### src/rtl/ov7670_frame_ctrl.sv
// OV7670 frame-level capture sequencer: waits for sensor config, aligns to vsync,
// gates capture_en, checks line/frame geometry and reports frame events.
module ov7670_frame_ctrl #(
  parameter int unsigned H_BYTES = 640,
  parameter int unsigned V_LINES = 240,
  parameter int unsigned HCNT_W  = 10,
  parameter int unsigned VCNT_W  = 9
) (
  input  logic              pclk_24,
  input  logic              reset_n,
  input  logic              cfg_done,
  input  logic              arm,
  input  logic              continuous,
  input  logic              stop,
  input  logic              vsync,
  input  logic              href,
  output logic              capture_en,
  output logic              busy,
  output logic              frame_start,
  output logic              frame_done,
  output logic              frame_err,
  output logic [VCNT_W-1:0] line_cnt
);

  localparam logic [HCNT_W-1:0] H_EXP = HCNT_W'(H_BYTES);
  localparam logic [HCNT_W-1:0] H_MAX = HCNT_W'(H_BYTES + 1);
  localparam logic [VCNT_W-1:0] V_EXP = VCNT_W'(V_LINES);
  localparam logic [VCNT_W-1:0] V_MAX = VCNT_W'(V_LINES + 1);

  typedef enum logic [1:0] {
    IDLE         = 2'd0,
    WAIT_VS_HIGH = 2'd1,
    WAIT_VS_LOW  = 2'd2,
    ACTIVE       = 2'd3
  } state_t;

  state_t              state_q, state_d;
  logic                cfg_m_q, cfg_m_d, cfg_s_q, cfg_s_d;
  logic                vs_q, vs_d, vs_prev_q, vs_prev_d;
  logic                hr_q, hr_d, hr_prev_q, hr_prev_d;
  logic                cont_q, cont_d;
  logic                stop_pend_q, stop_pend_d;
  logic                err_q, err_d;
  logic [HCNT_W-1:0]   hcnt_q, hcnt_d;
  logic [VCNT_W-1:0]   line_cnt_q, line_cnt_d;
  logic                capture_en_q, capture_en_d;
  logic                busy_q, busy_d;
  logic                frame_start_q, frame_start_d;
  logic                frame_done_q, frame_done_d;
  logic                frame_err_q, frame_err_d;

  logic vs_rise, vs_fall, hr_fall;
  assign vs_rise = vs_q & ~vs_prev_q;
  assign vs_fall = ~vs_q & vs_prev_q;
  assign hr_fall = ~hr_q & hr_prev_q;

  always_comb begin
    state_d       = state_q;
    cfg_m_d       = cfg_done;
    cfg_s_d       = cfg_m_q;
    vs_d          = vsync;
    vs_prev_d     = vs_q;
    hr_d          = href;
    hr_prev_d     = hr_q;
    cont_d        = cont_q;
    stop_pend_d   = stop_pend_q;
    err_d         = err_q;
    hcnt_d        = hcnt_q;
    line_cnt_d    = line_cnt_q;
    frame_start_d = 1'b0;
    frame_done_d  = 1'b0;
    frame_err_d   = 1'b0;

    case (state_q)
      IDLE: begin
        if (arm && cfg_s_q) begin
          cont_d  = continuous;
          state_d = WAIT_VS_HIGH;
        end
      end
      WAIT_VS_HIGH: begin
        // Requiring vsync high first means a frame already in flight is skipped.
        if (!cfg_s_q || stop) state_d = IDLE;
        else if (vs_q)        state_d = WAIT_VS_LOW;
      end
      WAIT_VS_LOW: begin
        if (!cfg_s_q || stop) begin
          state_d = IDLE;
        end else if (vs_fall) begin
          state_d       = ACTIVE;
          frame_start_d = 1'b1;
          hcnt_d        = '0;
          line_cnt_d    = '0;
          err_d         = 1'b0;
        end
      end
      ACTIVE: begin
        if (!cfg_s_q) begin
          state_d = IDLE;
        end else begin
          if (stop) stop_pend_d = 1'b1;
          if (hr_q && hcnt_q != H_MAX) hcnt_d = hcnt_q + HCNT_W'(1);
          if (hr_fall) begin
            hcnt_d = '0;
            if (line_cnt_q != V_MAX) line_cnt_d = line_cnt_q + VCNT_W'(1);
            if (hcnt_q != H_EXP)     err_d      = 1'b1;
          end
          // Error verdict uses the updated line count so a coincident last line is counted.
          if (vs_rise) begin
            frame_done_d = 1'b1;
            frame_err_d  = err_d | (line_cnt_d != V_EXP);
            state_d      = (cont_q && !stop_pend_q && !stop) ? WAIT_VS_LOW : IDLE;
          end
        end
      end
      default: state_d = IDLE;
    endcase

    if (state_d == IDLE) stop_pend_d = 1'b0;
    capture_en_d = (state_d == ACTIVE);
    busy_d       = (state_d != IDLE);
  end

  always_ff @(posedge pclk_24) begin
    if (!reset_n) begin
      state_q       <= IDLE;
      cfg_m_q       <= 1'b0;
      cfg_s_q       <= 1'b0;
      vs_q          <= 1'b0;
      vs_prev_q     <= 1'b0;
      hr_q          <= 1'b0;
      hr_prev_q     <= 1'b0;
      cont_q        <= 1'b0;
      stop_pend_q   <= 1'b0;
      err_q         <= 1'b0;
      hcnt_q        <= '0;
      line_cnt_q    <= '0;
      capture_en_q  <= 1'b0;
      busy_q        <= 1'b0;
      frame_start_q <= 1'b0;
      frame_done_q  <= 1'b0;
      frame_err_q   <= 1'b0;
    end else begin
      state_q       <= state_d;
      cfg_m_q       <= cfg_m_d;
      cfg_s_q       <= cfg_s_d;
      vs_q          <= vs_d;
      vs_prev_q     <= vs_prev_d;
      hr_q          <= hr_d;
      hr_prev_q     <= hr_prev_d;
      cont_q        <= cont_d;
      stop_pend_q   <= stop_pend_d;
      err_q         <= err_d;
      hcnt_q        <= hcnt_d;
      line_cnt_q    <= line_cnt_d;
      capture_en_q  <= capture_en_d;
      busy_q        <= busy_d;
      frame_start_q <= frame_start_d;
      frame_done_q  <= frame_done_d;
      frame_err_q   <= frame_err_d;
    end
  end

  assign capture_en  = capture_en_q;
  assign busy        = busy_q;
  assign frame_start = frame_start_q;
  assign frame_done  = frame_done_q;
  assign frame_err   = frame_err_q;
  assign line_cnt    = line_cnt_q;

endmodule

### config.mk
export PLATFORM = sky130hd
export DESIGN_NAME = ov7670_frame_ctrl
export DESIGN_NICKNAME = d
export VERILOG_FILES = /design/src/rtl/ov7670_frame_ctrl.sv
export SDC_FILE = /design/constraint.sdc
export NUM_CORES = 1
export LEC_CHECK = 0
export ABC_CLOCK_PERIOD_IN_PS = 3900
export CORE_ASPECT_RATIO = 1.1
export CORE_MARGIN = 1
export CORE_UTILIZATION = 35
export DETAILED_ROUTE_END_ITERATION = 6
export GPL_ROUTABILITY_DRIVEN = 0
export HOLD_SLACK_MARGIN = 0.02
export PLACE_DENSITY_LB_ADDON = 0.15
export RECOVER_POWER = 50
export SKIP_LAST_GASP = 1
export SLEW_MARGIN = 5
export SYNTH_ARGS = -nofsm -noshare
export SYNTH_HDL_FRONTEND = slang
export SYNTH_SLANG_ARGS = --single-unit
### constraint.sdc
create_clock -name pclk_24 -period 3.9 [get_ports pclk_24]
set_input_delay 0.585 -clock pclk_24 [delete_from_list [all_inputs] [get_ports pclk_24]]
set_output_delay 0.585 -clock pclk_24 [all_outputs]
set_load 0.1 [all_outputs]
==> flow_summary.json <==
{
  "grt_pass1_wl_mm": 6.93,
  "yosysSeqAreaShare": 0.384,
  "ys_seq_elements": 35,
  "startpoint_type": "primary input",
  "route.vias.total": 1599,
  "tns_ns": 0,
  "final_common_cell": "dfxtp_1",
  "yosysUniqueCellTypes": 54,
  "dieHeight_um": 77.8,
  "crit_chain": "clkdlybuf4s50_1, or3b_1, a21oi_1, o31ai_1, and2_1, a211o_1",
  "cts.sinks": 35,
  "synth_cells": 211,
  "cts_made_buffers": 5,
  "cp_max_fo": 9,
  "final_cell_mix": "35 x dfxtp_1, 20 x clkdlybuf4s50_1, 19 x nand3_1",
  "cts_buffer_depth": 2,
  "critical_path_class": "primary input to flop",
  "cts_resized": 0,
  "async_flop_share": 0,
  "numPortBuffers": 21,
  "top_register": "hcnt_q",
  "required_ns": 4.07,
  "yosys_warnings": 0,
  "antenna_left": 0,
  "finalSetupViolCount": 0,
  "hold_viol_final": 0,
  "post-route-period-util": 0.749,
  "io_pins": 22,
  "rsz0062_at_grt": "false",
  "rows": 27,
  "arrival_ns": 3.09,
  "synth_area_um2": 1830,
  "syn_nets": 224,
  "core_um2": 5000,
  "synth_edf_count": 0,
  "hold_depth": 1,
  "finalClockSkew_ns": 0.00733,
  "dp.final_hpwl_mm": 2.89,
  "reg2regPathDepth": 5,
  "drive_gt1_frac": 0.0598,
  "first_pass_iters": 6,
  "die_w_um": 70.9,
  "end_kind": "flop",
  "cts_root_buffer": "clkbuf_8",
  "grt.total_usage": 0.157,
  "dr.first_iter.drc_count": 91,
  "antenna_found_initial": 0,
  "crit_path_max_incr_delay_ns": 0.62,
  "p_leak_uw": 0.000821,
  "routed_wl_mm": 4.02,
  "synth_area_per_cell_um2": 8.66,
  "grt_pass1_vias": 1411,
  "drv_cap": 0,
  "synthFlopType": "dfxtp_1",
  "min-delay-path-class": "flop to flop",
  "vias_per_cell": 5.48,
  "max-vdd-ir-drop_mv": 0.177,
  "grt_overflow": 0,
  "final_nets": 246,
  "cts_setup_buffers": 0,
  "slew_violations": 0,
  "post-route-min-period_ns": 2.92,
  "clkTransAtPathRegs_ns": 0.08,
  "clock_latency_ns": 0.28,
  "drcViolationCount": 0,
  "slowest_stage": "a21oi_1",
  "n_antenna_cell": 0,
  "powerDensity_nw_per_um2": 300,
  "slew_headroom": 0.354,
  "max_freq_mhz": 342,
  "largest_reg_flops": 10,
  "area_growth_pct": 17.5,
  "tightest_slew_ns": 0.967,
  "start_util": 0.365,
  "whs_ns": 0.444,
  "htree_levels": 2,
  "status": "finished clean",
  "wl_per_cell_um": 13.8,
  "grt_start_max_net_pins": 18,
  "holdBufCountCts": 0,
  "cts_tree": "done",
  "die-area_um2": 5510
}
==> worst max-delay path: cells and delay by family <==
kind,cells,cell delay [ns]
and+or+nand+nor,2,0.75
buffers and inverters,1,0.46
AOI/OAI and AO/OA,3,1.29
==> per-stage QoR <==
step / total power, uW / cells / setup slack [ns] / cell area, um2 / util
final: 644 / 292 / 0.978 / 2150 / 0.429
after global routing: 673 / 292 / 0.849 / 2150 / 0.429
after CTS: 657 / 292 / 1.33 / 2180 / 0.435
after detailed placement: 401 / 284 / 1.22 / 2090 / 0.418
after global placement: 401 / 284 / 1.25 / 2090 / 0.418
after floorplan: 388 / 211 / 1.22 / 1830 / -
==> routing by layer <==
metal	vias to the layer above	part of all wire	track usage
li1	827	-	-
met1	740	0.51	0.224
met2	30	0.45	0.238
met3	2	0.029	0.0273
met4	0	0.0067	0.0540
met5	-	0	0
==> final timing paths <==
check | start | endpoint | slack, ns
worst max register to register | vs_prev_d | hcnt_q[9] | 1.39
worst min register to register | cfg_m_q | cfg_s_q | 0.44
worst max-delay path | stop | hcnt_q[9] | 0.98
worst min-delay path | cfg_m_q | cfg_s_q | 0.44
==> area by class of cell <==
class,count,area [um2]
Fill cell,503,2850
Multi-Input combinational cell,160,1040
Sequential cell,35,701
Timing Repair Buffer,22,214
Clock buffer,6,72.6
Tap cell,58,72.6
Inverter,9,33.8
Clock inverter,2,12.5
==> synth_stat cells (2+ instances only) <==
cell type | n | area share
nand3b_1 | 3 | 0.012
a21oi_1 | 8 | 0.022
inv_1 | 9 | 0.018
ha_1 | 5 | 0.034
a22oi_1 | 3 | 0.012
nor3b_1 | 4 | 0.016
nor4b_1 | 2 | 0.0096
a31oi_1 | 3 | 0.010
and3_1 | 4 | 0.014
o21ai_0 | 13 | 0.036
nor2b_1 | 5 | 0.017
nor2_1 | 6 | 0.012
nand4_1 | 4 | 0.014
or3_1 | 2 | 0.0068
nand2_1 | 17 | 0.035
clkbuf_1 | 7 | 0.014
and4_1 | 2 | 0.0096
dfxtp_1 | 35 | 0.38
nand3_1 | 19 | 0.052
a21boi_0 | 4 | 0.016
a211o_1 | 3 | 0.014
o211a_1 | 3 | 0.016
nor3_1 | 6 | 0.016
and2_1 | 7 | 0.024
o31ai_1 | 2 | 0.0082
nand2b_1 | 3 | 0.010
a21o_1 | 4 | 0.016
nor4_1 | 2 | 0.0068
==> kinds of logic after synthesis <==
| kind of cell | Yosys count | share of synthesized area |
|---|---|---|
| compound gates | 55 | 0.225 |
| fa+ha+maj | 5 | 0.0342 |
| simple gates | 97 | 0.309 |
| flops | 35 | 0.384 |
| mux | 1 | 0.00548 |
| xor+xnor | 2 | 0.00959 |
| buf+inv | 16 | 0.0329 |
==> report_power, final <==
group | total, uW | switching, uW | internal, uW
Sequential | 364 | 3.24 | 361
Clock | 253 | 128 | 125
Combinational | 26.9 | 13.8 | 13.1
Total | 644 | 145 | 499
(Power assumes the default switching activity.)
